$ cat src/rtl/prog_loader_pkg.sv
// Shared types and constants for the boot-time program loader.
// Build option: PROG_LOADER_CHECKSUM_EN adds a trailing checksum byte and a CHK state.
package prog_loader_pkg;

    localparam int WORD_W     = 32;
    localparam int BYTE_W     = 8;
    localparam int BYTE_IDX_W = 2;
    localparam int LEN_W      = 16;

    typedef enum logic [2:0] {
        ST_LEN_LO,
        ST_LEN_HI,
        ST_DATA,
        ST_CHK,
        ST_RUN,
        ST_ERROR
    } state_t;

endpackage

$ cat src/rtl/prog_loader_if.sv
// Byte-stream input and instruction-memory write port of the program loader.
// The loader takes the master view; the receiver/memory side takes the slave view.
interface prog_loader_if
    import prog_loader_pkg::*;
#(
    parameter int ADDR_W = 8
);
    logic              rx_valid;
    logic [BYTE_W-1:0] rx_data;
    logic              imem_we;
    logic [ADDR_W-1:0] imem_addr;
    logic [WORD_W-1:0] imem_wdata;

    modport master (
        input  rx_valid,
        input  rx_data,
        output imem_we,
        output imem_addr,
        output imem_wdata
    );

    modport slave (
        output rx_valid,
        output rx_data,
        input  imem_we,
        input  imem_addr,
        input  imem_wdata
    );
endinterface

$ cat src/rtl/prog_loader_byte_assembler.sv
// Packs little-endian bytes into 32-bit words; word_done pulses for one cycle
// after the 4th byte, while the completed word is held on the word output.
module byte_assembler
    import prog_loader_pkg::*;
(
    input  logic                  clk,
    input  logic                  global_reset,
    input  logic                  clear,
    input  logic                  byte_valid,
    input  logic [BYTE_W-1:0]     byte_data,
    output logic [WORD_W-1:0]     word,
    output logic                  word_done,
    output logic [BYTE_IDX_W-1:0] byte_idx
);
    localparam int LANES = WORD_W / BYTE_W;

    logic [BYTE_IDX_W-1:0] idx_reg;
    logic                  done_reg;

    always_ff @(posedge clk or posedge global_reset) begin
        if (global_reset) begin
            idx_reg  <= '0;
            done_reg <= 1'b0;
        end else if (clear) begin
            idx_reg  <= '0;
            done_reg <= 1'b0;
        end else begin
            done_reg <= byte_valid && (idx_reg == '1);
            if (byte_valid) begin
                idx_reg <= idx_reg + BYTE_IDX_W'(1);
            end
        end
    end

    // One register per byte lane; lane k captures the byte arriving at index k.
    generate
        for (genvar gi = 0; gi < LANES; gi++) begin : g_lane
            logic [BYTE_W-1:0] lane_reg;

            always_ff @(posedge clk or posedge global_reset) begin
                if (global_reset) begin
                    lane_reg <= '0;
                end else if (clear) begin
                    lane_reg <= '0;
                end else if (byte_valid && (idx_reg == BYTE_IDX_W'(gi))) begin
                    lane_reg <= byte_data;
                end
            end

            assign word[gi*BYTE_W +: BYTE_W] = lane_reg;
        end
    endgenerate

    assign word_done = done_reg;
    assign byte_idx  = idx_reg;

endmodule

$ cat src/rtl/prog_loader.sv
// Boot loader: length header, N little-endian words to imem 0..N-1, then core release.
// Build option: PROG_LOADER_CHECKSUM_EN appends a mod-256 data checksum byte.
module prog_loader
    import prog_loader_pkg::*;
#(
    parameter int ADDR_W     = 8,
    parameter int IMEM_DEPTH = 256
)(
    input  logic          clk,
    input  logic          global_reset,
    input  logic          load_req,
    prog_loader_if.master bus,
    output logic          core_reset,
    output logic          load_done,
    output logic          load_error
);
    localparam logic [LEN_W-1:0] MAX_WORDS = LEN_W'(IMEM_DEPTH);

    localparam state_t AFTER_DATA =
`ifdef PROG_LOADER_CHECKSUM_EN
        ST_CHK;
`else
        ST_RUN;
`endif

    state_t                state_reg, state_next;
    logic [BYTE_W-1:0]     len_lo_reg;
    logic [LEN_W-1:0]      len_reg;
    logic [LEN_W-1:0]      cnt_reg;
    logic [ADDR_W-1:0]     addr_reg;
    logic                  core_reset_reg;
    logic                  load_done_reg;
    logic                  load_error_reg;
`ifdef PROG_LOADER_CHECKSUM_EN
    logic [BYTE_W-1:0]     sum_reg;
`endif

    logic [LEN_W-1:0]      len_in;
    logic                  restart;
    logic                  asm_clear;
    logic                  asm_strobe;
    logic                  last_byte;
    logic [WORD_W-1:0]     asm_word;
    logic                  asm_done;
    logic [BYTE_IDX_W-1:0] asm_idx;

    assign len_in    = {bus.rx_data, len_lo_reg};
    assign restart   = load_req && ((state_reg == ST_RUN) || (state_reg == ST_ERROR));
    assign last_byte = (asm_idx == '1) && (cnt_reg == len_reg - LEN_W'(1));

    always_comb begin
        state_next = state_reg;
        asm_clear  = restart;
        asm_strobe = 1'b0;
        unique case (state_reg)
            ST_LEN_LO: begin
                if (bus.rx_valid) state_next = ST_LEN_HI;
            end
            ST_LEN_HI: begin
                if (bus.rx_valid) begin
                    if (len_in > MAX_WORDS) begin
                        state_next = ST_ERROR;
                    end else if (len_in == '0) begin
                        state_next = AFTER_DATA;
                    end else begin
                        state_next = ST_DATA;
                        asm_clear  = 1'b1;
                    end
                end
            end
            ST_DATA: begin
                if (bus.rx_valid) begin
                    asm_strobe = 1'b1;
                    if (last_byte) state_next = AFTER_DATA;
                end
            end
`ifdef PROG_LOADER_CHECKSUM_EN
            ST_CHK: begin
                if (bus.rx_valid) begin
                    state_next = (bus.rx_data == sum_reg) ? ST_RUN : ST_ERROR;
                end
            end
`endif
            // Bytes arriving here are dropped; only load_req leaves these states.
            ST_RUN, ST_ERROR: begin
                if (load_req) state_next = ST_LEN_LO;
            end
            default: state_next = ST_LEN_LO;
        endcase
    end

    always_ff @(posedge clk or posedge global_reset) begin
        if (global_reset) begin
            state_reg      <= ST_LEN_LO;
            len_lo_reg     <= '0;
            len_reg        <= '0;
            cnt_reg        <= '0;
            addr_reg       <= '0;
            core_reset_reg <= 1'b1;
            load_done_reg  <= 1'b0;
            load_error_reg <= 1'b0;
`ifdef PROG_LOADER_CHECKSUM_EN
            sum_reg        <= '0;
`endif
        end else begin
            state_reg      <= state_next;
            // Status flags decode the next state so they track the state register exactly.
            core_reset_reg <= (state_next != ST_RUN);
            load_done_reg  <= (state_next == ST_RUN);
            load_error_reg <= (state_next == ST_ERROR);

            if ((state_reg == ST_LEN_LO) && bus.rx_valid) len_lo_reg <= bus.rx_data;
            if ((state_reg == ST_LEN_HI) && bus.rx_valid) len_reg    <= len_in;

            if (asm_clear) begin
                cnt_reg  <= '0;
                addr_reg <= '0;
            end else if (asm_strobe && (asm_idx == '1)) begin
                // Address of the word being completed is held through its write pulse.
                addr_reg <= cnt_reg[ADDR_W-1:0];
                cnt_reg  <= cnt_reg + LEN_W'(1);
            end

`ifdef PROG_LOADER_CHECKSUM_EN
            if (restart) begin
                sum_reg <= '0;
            end else if (asm_strobe) begin
                sum_reg <= sum_reg + bus.rx_data;
            end
`endif
        end
    end

    byte_assembler u_asm (
        .clk          (clk),
        .global_reset (global_reset),
        .clear        (asm_clear),
        .byte_valid   (asm_strobe),
        .byte_data    (bus.rx_data),
        .word         (asm_word),
        .word_done    (asm_done),
        .byte_idx     (asm_idx)
    );

    assign bus.imem_we    = asm_done;
    assign bus.imem_addr  = addr_reg;
    assign bus.imem_wdata = asm_word;
    assign core_reset     = core_reset_reg;
    assign load_done      = load_done_reg;
    assign load_error     = load_error_reg;

endmodule

$ cat src/flat_wrapper.sv
// flat-port wrapper written by rule: the top's interface ports become plain ports
module prog_loader_flat import prog_loader_pkg::*;
#(
    parameter int ADDR_W     = 8,
    parameter int IMEM_DEPTH = 256
)
  (clk, global_reset, load_req, core_reset, load_done, load_error, bus_rx_valid, bus_rx_data, bus_imem_we, bus_imem_addr, bus_imem_wdata);
  prog_loader_if #(.ADDR_W(ADDR_W)) bus_i ();
  input  logic clk;
  input  logic global_reset;
  input  logic load_req;
  output logic core_reset;
  output logic load_done;
  output logic load_error;
  input wire logic [$bits(bus_i.rx_valid)-1:0] bus_rx_valid;
  input wire logic [$bits(bus_i.rx_data)-1:0] bus_rx_data;
  output wire logic [$bits(bus_i.imem_we)-1:0] bus_imem_we;
  output wire logic [$bits(bus_i.imem_addr)-1:0] bus_imem_addr;
  output wire logic [$bits(bus_i.imem_wdata)-1:0] bus_imem_wdata;
  assign bus_i.rx_valid = bus_rx_valid;
  assign bus_i.rx_data = bus_rx_data;
  assign bus_imem_we = bus_i.imem_we;
  assign bus_imem_addr = bus_i.imem_addr;
  assign bus_imem_wdata = bus_i.imem_wdata;
  prog_loader #(.ADDR_W(ADDR_W), .IMEM_DEPTH(IMEM_DEPTH)) u_core (.clk(clk), .global_reset(global_reset), .load_req(load_req), .bus(bus_i), .core_reset(core_reset), .load_done(load_done), .load_error(load_error));
endmodule
$ cat config.mk
export PLATFORM = sky130hd
export DESIGN_NAME = prog_loader_flat
export DESIGN_NICKNAME = d
export VERILOG_FILES = /design/src/rtl/prog_loader_pkg.sv /design/src/rtl/prog_loader_if.sv /design/src/rtl/prog_loader_byte_assembler.sv /design/src/rtl/prog_loader.sv /design/src/flat_wrapper.sv
export SDC_FILE = /design/constraint.sdc
export NUM_CORES = 1
export LEC_CHECK = 0
export ABC_CLOCK_PERIOD_IN_PS = 3300
export CAP_MARGIN = 20
export CELL_PAD_IN_SITES_DETAIL_PLACEMENT = 1
export CELL_PAD_IN_SITES_GLOBAL_PLACEMENT = 2
export CORE_ASPECT_RATIO = 0.7
export CORE_UTILIZATION = 36
export DETAILED_ROUTE_END_ITERATION = 8
export MAX_ROUTING_LAYER = met4
export PLACE_DENSITY = 0.9
export SLEW_MARGIN = 0
export SYNTH_ARGS = -nofsm -noshare
export SYNTH_HDL_FRONTEND = slang
export SYNTH_HIERARCHICAL = 1
export SYNTH_SLANG_ARGS = --single-unit
$ cat constraint.sdc
create_clock -name clk -period 3.3 [get_ports clk]
set_input_delay 0.33 -clock clk [delete_from_list [all_inputs] [get_ports clk]]
set_output_delay 0.33 -clock clk [all_outputs]
set_load 0.005 [all_outputs]
# Word-level counts from Yosys, hierarchy flattened
# Cells that the tools add are included.
[word_totals] register_bits=89 inputBits=12 out_inout_bits=44 wordCells=76
[op_classes] add_sub_neg=3 order_cmp=1 eq_ne=11 n_mux=29 reduce_logical=18
[ops] cell="8-bit two-way mux" n=10
[ops] cell="16-bit two-way mux" n=2
[ops] cell="3-bit two-way mux" n=7
[ops] cell="16-bit by 1-bit adder with 16-bit output (second input constant)" n=1
[ops] cell="16-bit == test" n=1
[ops] cell="16-bit by 9-bit greater-than comparator with 1-bit output (second input constant)" n=1
[ops] cell="16-bit zero test" n=1
[ops] cell="16-bit by 1-bit subtractor with 16-bit output (second input constant)" n=1
[ops] cell="3-bit == test (second input constant)" n=4
[ops] cell="3-bit case mux with 4 select lines" n=1
[ops] cell="2-bit nonzero test" n=5
[ops] cell="1-bit logical AND" n=8
[ops] cell="1-bit two-way mux" n=7
[ops] cell="2-bit == test (second input constant)" n=2
[ops] cell="2-bit two-way mux" n=2
[ops] cell="3-bit by 1-bit == test with 1-bit output (second input constant)" n=1
[ops] cell="3-bit by 2-bit == test with 1-bit output (second input constant)" n=1
[ops] cell="3-bit zero test" n=1
[ops] cell="3-bit inequality test (second input constant)" n=1
[ops] cell="2-bit by 1-bit adder with 2-bit output (second input constant)" n=1
[ops] cell="2-bit by 1-bit == test with 1-bit output (second input constant)" n=1
[ops] cell="2-bit zero test" n=1
[ops] cell="2-bit OR reduction" n=1
[ops] cell="1-bit logical OR" n=1

# Depth between registers and ports, before layout
# Gate-level depths: netlist of the first run.
[logic_depth] ltp_word=8 mapped_depth=10 ltp_nobuf=8

# By module
# The synthesis of the first run kept the hierarchy.
[modules_own_cells] mod="prog_loader" instances=1 cells_each=300 area_each_um2=2946.6 seq_area_each_um2=1352.5
[modules_own_cells] mod="byte_assembler" instances=1 cells_each=131 area_each_um2=1614.0 seq_area_each_um2=875.8

# Worst setup path before layout of the first run
# No wires, ideal clock.
[synth_path] path_type="reg2reg" from="reg u_core.len_reg[0]" to="reg u_core.core_reset_reg (netlist: u_core/core_reset)" arrival_ns=2.909 required_time_ns=3.223 setup_slack_ns=0.313 stages_incl_launch_ff=11 period_less_slack_ns=2.987 cell_sequence="dfrtp_1 > clkbuf_1 > inv_1 > ha_1 > buf_2 > or4b_4 > or2_0 > o21ba_1 > or4_4 > or4_4 > o21a_1"
[synth_via] elab_chain_cells=7
[synth_rtl] element="from (decl)" line_no="prog_loader.sv:28" source="logic [LEN_W-1:0] len_reg;"
[synth_rtl] element="from (signal assigned)" line_no="prog_loader.sv:113" source="if ((state_reg == ST_LEN_HI) && bus.rx_valid) len_reg <= len_in;"
[synth_rtl] element="16-bit by 1-bit subtractor with 16-bit output" line_no="prog_loader.sv:49" source="assign last_byte = (asm_idx == '1) && (cnt_reg == len_reg - LEN_W'(1));"
[synth_rtl] element="16-bit == test" line_no="prog_loader.sv:49"
[synth_rtl] element="1-bit logical AND" line_no="prog_loader.sv:49"
[synth_rtl] element="3-bit two-way mux" line_no="prog_loader.sv:74" source="if (last_byte) state_next = AFTER_DATA;"
[synth_rtl] element="3-bit two-way mux" line_no="prog_loader.sv:72" source="if (bus.rx_valid) begin"
[synth_rtl] element="3-bit case mux with 4 select lines" line_no="prog_loader.sv:55" source="unique case (state_reg)"
[synth_rtl] element="3-bit inequality test" line_no="prog_loader.sv:108" source="core_reset_reg <= (state_next != ST_RUN);"
[synth_rtl] element="to (signal assigned)" line_no="prog_loader.sv:108"
[synth_rtl] element="to (decl)" line_no="prog_loader.sv:31" source="logic core_reset_reg;"
# Every way passes these cells.
# A chain may end at the register's enable or synchronous reset.

# Final worst setup path of the first run
# Ends and elaborated chain as after synthesis.

==> key figures, run 1 <==
Outcome
  • Status: finished clean

Cells and area
  • ANT cells: 0
  • Fin util: 46.40%
  • # fillers: 1,332
  • Max FFs per register: 32
  • Final nets: 503
  • Synthesis-to-layout area growth: 22.25%
  • FF/Latch Area: 2228 sq um
  • Share of cells above drive strength 1: 12.45%
  • Multi-input gate area: 2206 sq um

STA
  • Hold Vio Cnt, Final: 0
  • Max-slew headroom: 32.43%
  • Final Max Slew Viols: 0
  • Slew @ Worst Pin: 1.014 ns
  • Period utilisation layout: 93.83%
  • Minimum clock period: 3.097 ns
  • Clk_skew: 0.005012 ns
  • Worst Slack Setup Final: 0.2035 ns
  • RSZ-0062 raised after global routing: no
  • Final setup TNS: 0 ns
  • FMAX: 322.9 MHz
  • Final Setup Violations: 0

Logic synthesis
  • Avg Cell Area, Syn: 10.58 sq um
  • Number of synthesized flops with an enable pin: 0
  • Synth Cell Area: 4561 sq um
  • Register bit count reported by yosys: 89
  • Cell variety after synth: 59
  • Cell with the most instances after synthesis: dfrtp_1
  • Async SR Flop Fraction: 100.0%
  • Sequential area share after synthesis: 48.86%
  • Synth area leaders: dfrtp_1 (48%), mux2i_1 (7.2%), nand2b_1 (6.0%)
  • Post-Syn Instances: 431
  • Post-synth top area cell: dfrtp_1
  • Synth top area share: 48.29%
  • Post-synth top flop: dfrtp_1
  • Most frequent cells after synthesis: dfrtp_1 (88), nand2b_1 (44), nand2_1 (34), mux2i_1 (33), nor2_1 (28)
  • Post-Syn Nets: 449
  • Syn. warnings: 6

Drt
  • Antenna viol nets, final: 0
  • Routed wl met3: 379 um
  • DRC: 0
  • Max Used Layer: met4
  • WL/cell: 18.71 um
  • DR WL met2: 5469 um
  • Final WL: 12,100 um
  • Drt pass-1 iters: 4
  • Routed vias: 3,390
  • Via-per-instance ratio: 5.240
  • DR iter-0 viols: 143
  • Met1 WL: 6162 um

CTS
  • Root Buffer: clkbuf_16
  • Sink Count: 89
  • CTS tree: yes
  • Clk_lat worst skew: 0.34 ns
  • H-Tree Depth: 3
  • Hold_buf cts: 0
  • Num CTS Buffers: 9
  • Clock transition at the registers of the reported paths: 0.07 ns
  • Post-CTS Setup Inserts: 0
  • Clock Tree Buf Depth: 2

Setup path
  • End of the critical path: u_core/core_reset$_DFF_PP1_
  • FF-to-FF setup slack: 0.20 ns
  • Critical path class: reg -> reg
  • Critical path depth: 8
  • CP arrival: 3.37 ns
  • CP Buf/Inv Count: 1
  • Largest stage delay on the critical path: 0.54 ns
  • Worst EP required: 3.57 ns
  • Worst R2R Start: u_core/len_reg[0]$_DFFE_PP0P_
  • Reg2Reg Depth: 8
  • Worst path top cell family by delay: simple AND/OR/NAND/NOR gates
  • Crit path max fanout: 9
  • Crit path capture type: flip-flop
  • Slowest CP cell: or4_4
  • Crit path top cell by count: or4_4
  • CP cell instances: inv_1 > ha_2 > or4b_4 > or2_0 > o21ba_1 > or4_4 > or4_4 > o21a_1
  • Worst Setup SP: u_core/len_reg[0]$_DFFE_PP0P_
  • FF-to-FF End: u_core/core_reset$_DFF_PP1_
  • Setup crit start kind: flip-flop

Die
  • Die X: 136.5 um
  • Die Area: 13,130 sq um
  • Row count: 33
  • # IOs: 56
  • Core Region: 12,020 sq um
  • Die height: 96.17 um
  • Initial Util: 37.96%

Global routing
  • GRT Total Usage: 21.03%
  • Initial antenna violation count: 0
  • First-pass GRT wire length: 20,110 um
  • Overflow after GRT: 0
  • Vias in the first global route: 3,677
  • Largest net degree at the start of global routing: 36

Pwr
  • Internal: 2.275 mW
  • Sequential power share: 43.5%
  • Switching Fraction: 35.33%
  • Part of the power in combinational logic: 28.0%
  • P per Cell Area: 630.9 nW/um^2
  • Net switching power: 1.243 mW
  • Leak: 2.432 nW
  • Clock power share: 28.5%
  • Worst VDD drop: 0.3278 mV

Worst hold path
  • HP Class: in -> async

Job
  • Maxcap violations: 0

Place
  • IO buf count: 55
  • Detailed placement HPWL: 9058 um
  • Dpl ws: 0.1656 ns
  • Routability cong.: 0.9028
==> metrics by stage <==
stage	area, sq um	hold slack, ns	power (mW)	cells
after floorplan	4561	0.4679	2.178	431
after global placement	5284	0.5173	2.451	631
after detailed placement	5284	0.5282	2.508	631
after CTS	5573	0.2119	3.539	647
after global routing	5575	0.2324	3.714	647
final	5575	0.2214	3.518	647
==> worst min-delay path by stage <==
| stage | from | end | cells after the start |
|---|---|---|---|
| floorplan | u_core/len_lo_reg[3]$_DFFE_PP0P_ | u_core/len_reg[3]$_DFFE_PP0P_ | 2 |
| global placement | u_core/bus.imem_addr[2]$_DFFE_PP0P_ | u_core/bus.imem_addr[2]$_DFFE_PP0P_ | 2 |
| detailed placement | u_core/bus.imem_addr[7]$_DFFE_PP0P_ | u_core/bus.imem_addr[7]$_DFFE_PP0P_ | 2 |
| CTS | global_reset | u_core/u_asm/byte_idx[1]$_DFFE_PP0P_ | 2 |
| global route | global_reset | u_core/u_asm/byte_idx[0]$_DFFE_PP0P_ | 2 |
| finish | global_reset | u_core/u_asm/byte_idx[1]$_DFFE_PP0P_ | 2 |
==> power groups by stage <==
stage | combinational [mW] | clock, mW | sequential (mW)
floorplan | 0.753 | 0 | 1.43
global placement | 0.925 | 0 | 1.53
detailed placement | 0.967 | 0 | 1.54
CTS | 0.981 | 1.03 | 1.53
global route | 1.08 | 1.07 | 1.56
finish | 0.986 | 1.00 | 1.53
==> routing by layer <==
metal,up-vias,GRT usage [%]
li1,1593,-
met1,1742,28.88
met2,49,32.06
met3,6,4.055
met4,0,4.722
met5,-,-
==> what timing repair did <==
item,CTS,global route
setup endpoints to repair,0,1
endpoints found under the hold margin,0,0
resized for setup,0,1
==> kinds of logic (layout without fill, tap and decap cells) <==
kind of cell             after synthesis  count (layout)  share of synthesized area, %
AND/OR/NAND/NOR                      171             171                         21.15
adder cells (fa/ha/maj)                6               6                         1.646
XOR/XNOR                              32              32                         6.145
AO/OA/AOI/OAI                         46              46                         6.503
flip-flops                            89              89                         48.86
multiplexers                          54              54                         12.43
buffers and inverters                 33              92                         3.265
==> layout make-up <==
cell class              count  area share (%)
flip-flops and latches     89           39.97
well taps                 157           3.523
inverters                  14          0.9425
clock inverters             7           1.145
multi-input cells         309           39.56
repair buffers             62           10.82
clock buffers               9           4.039
==> layout by cell type, fill, tap and decap left out, drive strengths merged, types with 3 or more instances in the layout <==
cell           synthesis  layout
nor4                   8       8
dfrtp                 88      88
mux2i                 33      33
nor2b                  3       3
nand2                 37      37
nor3b                  3       3
ha                     6       6
or3                    3       3
xor2                  16      16
a21oi                 13      13
or4                    3       3
o21ai                 12      12
nor2                  28      28
nand4                  5       5
nor3                   7       7
nand2b                44      44
and2                   5       5
xnor2                 16      16
buf                    6       7
clkdlybuf4s50          0      55
mux2                  21      21
nand3                  7       7
clkbuf                13       9
or2                    3       3
inv                   14      21
nand3b                 4       4
Power figures use the tool's default switching activity.
==> run 2: changes to the inputs <==
SLEW_MARGIN = 20   (was 0)
==> results of run 2 <==
The final DEF is identical to that of run 1; final timing and power are the same.
==> run 3: changes to the inputs <==
HOLD_SLACK_MARGIN = 0.15   (was not set)
==> results of run 3 <==
The final DEF is identical to that of run 1; final timing and power are the same.
